`config.mk`:
```
export PLATFORM = sky130hd
export DESIGN_NAME = zbt_port_arbiter
export DESIGN_NICKNAME = d
export VERILOG_FILES = /design/src/rtl/zbt_pkg.sv /design/src/rtl/zbt_tag_pipe.sv /design/src/rtl/zbt_port_arbiter.sv
export SDC_FILE = /design/constraint.sdc
export NUM_CORES = 1
export LEC_CHECK = 0
export CORE_ASPECT_RATIO = 1.5
export CORE_MARGIN = 5
export CORE_UTILIZATION = 39
export CTS_CLUSTER_DIAMETER = 120
export CTS_CLUSTER_SIZE = 8
export DETAILED_ROUTE_END_ITERATION = 7
export GPL_ROUTABILITY_DRIVEN = 0
export PLACE_DENSITY = 0.77
export SYNTH_ARGS = -nofsm -noshare
export SYNTH_HDL_FRONTEND = slang
export SYNTH_HIERARCHICAL = 1
export SYNTH_SLANG_ARGS = --single-unit
```
`constraint.sdc`:
```
create_clock -name clk -period 1.5 [get_ports clk]
set_input_delay 0.15 -clock clk [delete_from_list [all_inputs] [get_ports clk]]
set_output_delay 0.15 -clock clk [all_outputs]
set_load 0.005 [all_outputs]
```
`src/rtl/zbt_pkg.sv`:
```
// Shared constants and requester identifiers for the ZBT SRAM port arbiter.
package zbt_pkg;

   localparam int unsigned ADDR_W       = 19;
   localparam int unsigned DATA_W       = 36;
   localparam int unsigned READ_LATENCY = 2;
   localparam int unsigned R0_BURST_MAX = 8;

   // Requester id width and tag layout: {rd_valid, id[1:0], wr_valid, wdata}
   localparam int unsigned ID_W  = 2;
   localparam int unsigned TAG_W = DATA_W + ID_W + 2;

   typedef enum logic [1:0] {
      REQ_DISP  = 2'd0,
      REQ_BLUR  = 2'd1,
      REQ_WRITE = 2'd2
   } req_id_e;

   // One-hot rvalid vector {r2, r1, r0} for a requester id
   function automatic logic [2:0] id_onehot(input req_id_e id);
      case (id)
         REQ_DISP:  return 3'b001;
         REQ_BLUR:  return 3'b010;
         REQ_WRITE: return 3'b100;
         default:   return 3'b000;
      endcase
   endfunction

endpackage

```
`src/rtl/zbt_tag_pipe.sv`:
```
// Fixed-depth shift register carrying per-access tags through the ZBT pipeline.
module zbt_tag_pipe #(
   parameter int unsigned DEPTH = 2,
   parameter int unsigned W     = 40
) (
   input  logic         clk,
   input  logic         rst_n,
   input  logic [W-1:0] tag_in,
   output logic [W-1:0] tag_out
);

   logic [W-1:0] stage_q [DEPTH];
   logic [W-1:0] stage_d [DEPTH];

   // Shift one stage per cycle; a new tag enters every cycle
   always_comb begin
      stage_d[0] = tag_in;
      for (int unsigned i = 1; i < DEPTH; i++) begin
         stage_d[i] = stage_q[i-1];
      end
   end

   // Pipeline registers; clearing drops every in-flight access
   always_ff @(posedge clk or negedge rst_n) begin
      if (!rst_n) begin
         for (int unsigned i = 0; i < DEPTH; i++) begin
            stage_q[i] <= '0;
         end
      end else begin
         stage_q <= stage_d;
      end
   end

   assign tag_out = stage_q[DEPTH-1];

endmodule

```
`src/rtl/zbt_port_arbiter.sv`:
```
// Three-way arbiter for the single ZBT SRAM port: display reader (r0) has
// priority with a burst limit, blur fetch (r1) and frame writer (r2) share
// round-robin. Write data and read returns are aligned to the ZBT pipeline.
module zbt_port_arbiter #(
   parameter int unsigned ADDR_W       = zbt_pkg::ADDR_W,
   parameter int unsigned DATA_W       = zbt_pkg::DATA_W,
   parameter int unsigned READ_LATENCY = zbt_pkg::READ_LATENCY,
   parameter int unsigned R0_BURST_MAX = zbt_pkg::R0_BURST_MAX
) (
   input  logic              clk,
   input  logic              reset,
   input  logic              r0_req,
   input  logic              r1_req,
   input  logic              r2_req,
   input  logic              r0_we,
   input  logic              r1_we,
   input  logic              r2_we,
   input  logic [ADDR_W-1:0] r0_addr,
   input  logic [ADDR_W-1:0] r1_addr,
   input  logic [ADDR_W-1:0] r2_addr,
   input  logic [DATA_W-1:0] r0_wdata,
   input  logic [DATA_W-1:0] r1_wdata,
   input  logic [DATA_W-1:0] r2_wdata,
   output logic              r0_gnt,
   output logic              r1_gnt,
   output logic              r2_gnt,
   output logic              r0_rvalid,
   output logic              r1_rvalid,
   output logic              r2_rvalid,
   output logic [DATA_W-1:0] rdata,
   output logic [ADDR_W-1:0] mem_addr,
   output logic              mem_we,
   output logic [DATA_W-1:0] mem_wdata,
   input  logic [DATA_W-1:0] mem_rdata
);

   import zbt_pkg::req_id_e;
   import zbt_pkg::REQ_DISP;
   import zbt_pkg::REQ_BLUR;
   import zbt_pkg::REQ_WRITE;
   import zbt_pkg::ID_W;
   import zbt_pkg::id_onehot;

   localparam int unsigned TAG_W   = DATA_W + ID_W + 2;
   localparam int unsigned BURST_W = $clog2(R0_BURST_MAX + 1);

   // Arbitration state
   req_id_e              rr_ptr_q, rr_ptr_d;
   logic [BURST_W-1:0]   burst_cnt_q, burst_cnt_d;

   // Issue registers
   logic [ADDR_W-1:0]    mem_addr_q, mem_addr_d;
   logic                 mem_we_q, mem_we_d;
   logic [DATA_W-1:0]    mem_wdata_q, mem_wdata_d;

   // Read return registers
   logic                 rd_valid_q, rd_valid_d;
   req_id_e              rd_id_q, rd_id_d;
   logic [DATA_W-1:0]    rdata_q, rdata_d;
   logic [2:0]           rvalid_q, rvalid_d;

   logic [2:0]           gnt_vec;
   logic                 gnt_any;
   logic                 low_req;
   logic                 burst_full;

   req_id_e              sel_id;
   logic                 sel_we;
   logic [ADDR_W-1:0]    sel_addr;
   logic [DATA_W-1:0]    sel_wdata;

   logic [TAG_W-1:0]     tag_in;
   logic [TAG_W-1:0]     tag_out;
   logic                 pipe_rd;
   logic                 pipe_wr;
   req_id_e              pipe_id;
   logic [DATA_W-1:0]    pipe_wdata;

   assign low_req    = r1_req | r2_req;
   assign burst_full = (burst_cnt_q == BURST_W'(R0_BURST_MAX));
   assign gnt_any    = |gnt_vec;

   // Grant selection: r0 first unless its burst is exhausted with r1/r2 waiting
   always_comb begin
      gnt_vec = 3'b000;
      if (reset) begin
         if (r0_req && !(burst_full && low_req)) begin
            gnt_vec = 3'b001;
         end else if (low_req) begin
            if (rr_ptr_q == REQ_BLUR) begin
               gnt_vec = r1_req ? 3'b010 : 3'b100;
            end else begin
               gnt_vec = r2_req ? 3'b100 : 3'b010;
            end
         end
      end
   end

   // Mux the granted requester's command
   always_comb begin
      sel_id    = REQ_DISP;
      sel_we    = r0_we;
      sel_addr  = r0_addr;
      sel_wdata = r0_wdata;
      if (gnt_vec[1]) begin
         sel_id    = REQ_BLUR;
         sel_we    = r1_we;
         sel_addr  = r1_addr;
         sel_wdata = r1_wdata;
      end else if (gnt_vec[2]) begin
         sel_id    = REQ_WRITE;
         sel_we    = r2_we;
         sel_addr  = r2_addr;
         sel_wdata = r2_wdata;
      end
   end

   // Round-robin pointer and r0 burst counter update
   always_comb begin
      rr_ptr_d = rr_ptr_q;
      if (gnt_vec[1]) begin
         rr_ptr_d = REQ_WRITE;
      end else if (gnt_vec[2]) begin
         rr_ptr_d = REQ_BLUR;
      end

      burst_cnt_d = burst_cnt_q;
      if (gnt_vec[1] || gnt_vec[2] || !low_req) begin
         burst_cnt_d = '0;
      end else if (gnt_vec[0] && !burst_full) begin
         burst_cnt_d = burst_cnt_q + BURST_W'(1);
      end
   end

   // Issue onto the SRAM pins and launch the access tag
   always_comb begin
      mem_we_d   = gnt_any & sel_we;
      mem_addr_d = gnt_any ? sel_addr : mem_addr_q;
      tag_in     = {gnt_any & ~sel_we, sel_id, gnt_any & sel_we, sel_wdata};
   end

   zbt_tag_pipe #(
      .DEPTH (READ_LATENCY),
      .W     (TAG_W)
   ) u_tag_pipe (
      .clk     (clk),
      .rst_n   (reset),
      .tag_in  (tag_in),
      .tag_out (tag_out)
   );

   assign pipe_wdata = tag_out[DATA_W-1:0];
   assign pipe_wr    = tag_out[DATA_W];
   assign pipe_id    = req_id_e'(tag_out[DATA_W+1 +: ID_W]);
   assign pipe_rd    = tag_out[DATA_W+ID_W+1];

   // Late write data and read return; the extra rd stage waits for mem_rdata
   always_comb begin
      mem_wdata_d = pipe_wr ? pipe_wdata : mem_wdata_q;
      rd_valid_d  = pipe_rd;
      rd_id_d     = pipe_id;
      rdata_d     = rd_valid_q ? mem_rdata : rdata_q;
      rvalid_d    = rd_valid_q ? id_onehot(rd_id_q) : 3'b000;
   end

   // All arbiter state registers
   always_ff @(posedge clk or negedge reset) begin
      if (!reset) begin
         rr_ptr_q    <= REQ_BLUR;
         burst_cnt_q <= '0;
         mem_addr_q  <= '0;
         mem_we_q    <= 1'b0;
         mem_wdata_q <= '0;
         rd_valid_q  <= 1'b0;
         rd_id_q     <= REQ_DISP;
         rdata_q     <= '0;
         rvalid_q    <= 3'b000;
      end else begin
         rr_ptr_q    <= rr_ptr_d;
         burst_cnt_q <= burst_cnt_d;
         mem_addr_q  <= mem_addr_d;
         mem_we_q    <= mem_we_d;
         mem_wdata_q <= mem_wdata_d;
         rd_valid_q  <= rd_valid_d;
         rd_id_q     <= rd_id_d;
         rdata_q     <= rdata_d;
         rvalid_q    <= rvalid_d;
      end
   end

   assign r0_gnt    = gnt_vec[0];
   assign r1_gnt    = gnt_vec[1];
   assign r2_gnt    = gnt_vec[2];
   assign r0_rvalid = rvalid_q[0];
   assign r1_rvalid = rvalid_q[1];
   assign r2_rvalid = rvalid_q[2];
   assign rdata     = rdata_q;
   assign mem_addr  = mem_addr_q;
   assign mem_we    = mem_we_q;
   assign mem_wdata = mem_wdata_q;

endmodule

```
# After elaboration in Yosys (flattened, before gate mapping)
# Cells that the tools add are included.
# Widths: inputs -> output; s select.
# op_classes
add_sub_neg,1
n_eq_ne,4
bitwise,4
reduce_logical,12
mux,20
# op_table
cell,count
$mux 36,2
$mux 19,2
$mux 3,7
$pmux 3 s3,1
$mux 2,4
$mux 4,2
$add 4x1->4 const B,1
$eq 2x1->1 const B,2
$eq 4x4->1 const B,1
$reduce_bool 2->1,2
$logic_and 1x1->1,3
$logic_not 1->1,3
$reduce_or 3->1,1
$and 1x1->1,2
$eq 2x2->1 const B,1
$logic_not 2->1,1
$logic_or 1x1->1,2
$mux 1,2
$not 1->1,1
$or 1x1->1,1
# word_totals
wordCells,52
input_bits,209
ff_bits,184
out_inout_bits,98

# Longest topological paths before layout
# depth
ltp_word,10
depth_mapped,8
ltp_nobuf,6

# Modules after synthesis
# Netlist, hierarchy kept.
# by_module_without_submodules
mod,seq_area_each_um2,area_each_um2,cells_each,instances
zbt_port_arbiter,2603.7,5240.0,462,1
zbt_tag_pipe,2001.9,2001.9,80,1

# Worst setup path after synthesis
# OpenSTA, ideal clock, no wires.
# synth_timing
kind,register -> register
startpoint,register burst_cnt_q[0]
endpoint,register burst_cnt_q[2]
t_arrival_ps,1516
stages_incl_launch_ff,7
n_path_buf,0
t_required_ps,1436
setup_ps,64
period_less_slack_ps,1580
path_slack_ps,-80
cell_sequence,dfrtp_1 inv_1 ha_1 and3b_1 or3_4 nor3b_1 a21o_1
# synth_between
elab_chain_cells,9
word_cells_on_any_way,14
classes_between,1 x add/sub; 1 x eq/ne; 4 x mux; 8 x reduce/logical
# synth_lines
element,line,rtl
start: declaration,zbt_port_arbiter.sv:49,"logic [BURST_W-1:0] burst_cnt_q, burst_cnt_d;"
start signal: assignment,zbt_port_arbiter.sv:180,burst_cnt_q <= burst_cnt_d;
$eq 4x4->1,zbt_port_arbiter.sv:80,assign burst_full = (burst_cnt_q == BURST_W'(R0_BURST_MAX));
$logic_and 1x1->1,zbt_port_arbiter.sv:87,if (r0_req && !(burst_full && low_req)) begin
$logic_not 1->1,zbt_port_arbiter.sv:87,
$logic_and 1x1->1,zbt_port_arbiter.sv:87,
$mux 3,zbt_port_arbiter.sv:87,
$mux 3,zbt_port_arbiter.sv:86,if (reset) begin
$logic_or 1x1->1 (2 in series),zbt_port_arbiter.sv:128,if (gnt_vec[1] || gnt_vec[2] || !low_req) begin
$mux 4 / $reduce_bool 2->1 (equally long branches),n/a,
# Several ways; a longest one is shown, not always the timed one. The select of a mux whose other input is x is not followed.
# A chain may end at the register's enable or synchronous reset.

# Worst setup path in the final report
# layout_timing
startpoint,register rr_ptr_q[0]
endpoint,output port r2_gnt
# layout_between
elab_chain_cells,5
# layout_lines
element,line,rtl
start: declaration,zbt_port_arbiter.sv:48,"req_id_e rr_ptr_q, rr_ptr_d;"
start signal: assignment,zbt_port_arbiter.sv:179,rr_ptr_q <= rr_ptr_d;
$eq 2x1->1,zbt_port_arbiter.sv:90,if (rr_ptr_q == REQ_BLUR) begin
$mux 3,zbt_port_arbiter.sv:90,
$mux 3,zbt_port_arbiter.sv:89,end else if (low_req) begin
$mux 3,zbt_port_arbiter.sv:87,
$mux 3,zbt_port_arbiter.sv:86,
end: declaration,zbt_port_arbiter.sv:26,"output logic r2_gnt,"
# Every way passes these cells.

==> results.md <==
- Slew headroom: 51.2%
- VDD IR max: 0.717 mV
- Min-delay worst type: primary input to async pin
- FP Rows: 61
- Largest cells by area after synthesis: dfrtp_1, mux2_2, mux2i_1
- Slew of the pin with the lowest slew margin: 0.733 ns
- Largest net degree at the start of global routing: ~150
- Nets: 1,097
- Num Clock Sinks: 184
- Vias in the first global route: 5,854
- Fillers: between 1,000 and 1,500
- H-tree depth: 4
- Seq/Total Area, Yosys: 63.6%
- Mapped Area: 0.00724 mm^2
- Fin crit share: 121%
- Core ar.: 0.0184 mm^2
- Commonest non-fill, non-tap cells in the layout: clkdlybuf4s50_1, dfrtp_1, mux2_2, nand2_1, buf_4
- Final ANT Viol Nets: 0
- GR Layer Usage met3: 5.02%
- Met1 usage: roughly a fifth
- # diodes: 0
- Vert. Die Dim: about 180 um
- Per-cell routed wire length: 17.7 um
- Yosys top cell area share: 63.2%
- CTS tree: built
- CP startpoint kind: flip-flop
- Syn Area/Cell: 13.4 um^2
- Ys Warns: 6
- Max Buffers Root-to-Sink: 2
- Setup Crit Path Kind: flip-flop to output port
- CTS buffer count: 17
- Placed cell areas: 0.0108 mm^2
- Clk_skew: 0.0121 ns
- Port Buf Inserts: between 300 and 400
- Final Max Slew Viols: 0
- DRT Pass-1 Iters: 5
- Crit end category: output port
- Crit Reg-Reg Startpoint: rr_ptr_q[0]
- Delay-heaviest family, CP: flip-flops
- DRC Markers: 0
- First-pass GRT wire length: 30.3 mm
- # IOs: 307
- Hpwl dp: 14.9 mm
- Max frequency: 549 MHz
- Crit-path max cell delay: 0.54 ns
- Die Wd: 121 um
- Final setup viols: 63
- Crit path max fanout: 5
- Clock slew at reported path FFs: 0.08 ns
- Met2 Usage GRT: 32.8%
- Grt total ovfl: 0
- Syn Nets: 753
- Post-route minimum period: ~1.8 ns
- Synth area leader: dfrtp_1
- WHS: 0.109 ns
- Die area: between 0.02 and 0.025 mm^2
- RSZ-0062 raised after global routing: true
- Critical path required time: 1.35 ns
- Area grow syn2layout: 65.0%
- Worst-Skew Late Latency: 0.43 ns
- Critical Path AT: 1.67 ns
- Via count: 5,579
- Starting DRC count in detailed routing: approximately 240
- Power per cell area: 1160 mW/mm^2
- Share of cells above drive strength 1: roughly a quarter
- Outcome: complete, but fails checks
- Hold Violations, Final: 0
- Buf/Inv on CP: 1
- Synth Register Bits: 184
- Netlist cell types: 32
- Via density: just under 5
- Clock root buffer: clkbuf_16
- Post-layout util: 65.0%
- DP Cell Count: 1,102
- Worst setup margin: -0.320 ns
- Cell count after synthesis: 542
- Critical path's slowest cell: dfstp_2
- Max-Cap Viols: 0
- Worst Setup SP: rr_ptr_q[0]
- Total global-route track usage: 18.4%
- Gr busiest metal: met2
- Initial Util: 39.4%
- Commonest non-fill, non-tap cell in the layout: clkdlybuf4s50_1
- Pleak: between 0.005 and 0.006 uW
- Layout Cells excl Fill: 1,151
- Antenna violations before repair: 0
- Crit-path cells: nor2b_4 > mux2_4 > nor2_4 > buf_6
- Final std cell area, no fill: 0.0119 mm^2
- WL final: 20.4 mm
- Failing checks: setup timing
- DP Worst Slack: -0.367 ns
[worst reg2reg max path, cell delays in order, from the launching register on]
cell and delay (ns):
dfstp_2 0.54, nor2b_4 0.15, mux2_4 0.35, buf_4 0.20, mux2i_4 0.21, o2111a_1 0.25
[worst paths after layout]
kind / cells after the start / endpoint / slack [ns]
max: 4 / r2_gnt / -0.32
min: 3 / rr_ptr_q[1] / 0.11
max reg2reg: 5 / u_tag_pipe/stage_d[39] / -0.31
min reg2reg: 0 / u_tag_pipe/tag_out[14] / 0.35
max in group asynchronous: 3 / u_tag_pipe/tag_out[13] / 0.63
min in group clk: 3 / u_tag_pipe/stage_d[21] / 0.26
[cell usage after synthesis]
cell type	number
a211oi_1	1
a21o_1	2
a21o_4	1
a21oi_2	1
and3b_1	3
buf_2	14
buf_4	7
buf_6	3
clkbuf_1	10
dfrtp_1	183
dfstp_2	1
ha_1	2
inv_1	5
mux2_2	72
mux2_4	1
mux2i_1	37
nand2_1	61
nand3_1	1
nand3b_4	1
nor2_1	29
nor2b_4	1
nor3_1	38
nor3b_1	2
o2111a_1	1
o21ai_0	22
o21ai_1	20
o22ai_1	1
o41ai_1	2
o41ai_2	17
or3_1	1
or3_4	1
xor2_1	1
[metal layers]
layer  wire, um  vias up  part of all wire, %
li1           -     2581                    -
met1       7660     2728                   38
met2      10700      229                   53
met3       1300       41                  6.4
met4        696        0                  3.4
met5          0        -                    0
[repair_timing]
| item | 4_1_cts | 5_1_grt |
|---|---|---|
| resized for setup | 60 | 79 |
| setup buffers | 6 | 8 |
| gates cloned | 1 | 3 |
| endpoints found under the hold margin | 184 | 0 |
| hold buffers | 1 | 0 |
| pin swaps | 4 | 6 |
| setup endpoints to repair | 81 | 103 |
[cell families after synthesis]
kind of cell             Yosys count  share of synthesized area [%]
multiplexers                     110                           16.5
XOR/XNOR                           1                          0.121
AND/OR/NAND/NOR                  138                           8.64
adder cells (fa/ha/maj)            2                          0.345
AO/OA/AOI/OAI                     68                           7.84
buffers and inverters             39                           2.94
flip-flops                       184                           63.6
[through the flow]
stage	total power, uW	setup TNS [ns]
2_1_floorplan	7210	-2.63
3_3_place_gp	9250	-13.34
3_5_place_dp	9330	-15.53
4_1_cts	13900	-15.00
5_1_grt	14500	-17.24
6_report	13800	-13.55
[sequential cells by signal (all words and copies together) (netlist names)]
register            cells
burst_cnt_q             4
mem_addr               19
mem_wdata              36
mem_we                  1
rd_id_q                 2
rd_valid_q              1
rdata                  36
rr_ptr_q                2
rvalid_q                3
u_tag_pipe/stage_d     40
u_tag_pipe/tag_out     40
[area by class of cell]
type / instances / area (um^2) / area share, %
Timing Repair Buffer: 359 / 3690 / 30.9
Sequential cell: 184 / 4610 / 38.5
Clock inverter: 15 / 189 / 1.58
Clock buffer: 17 / 425 / 3.56
Inverter: 5 / 18.8 / 0.157
Multi-Input combinational cell: 319 / 2710 / 22.7
Tap cell: 252 / 315 / 2.64
[report_power, final]
part	total [uW]	switching [uW]	internal [uW]
registers	6010	330	5680
logic	3340	1250	2090
clock network	4490	2200	2300
Note: power is estimated with default switching activity, not from simulation.
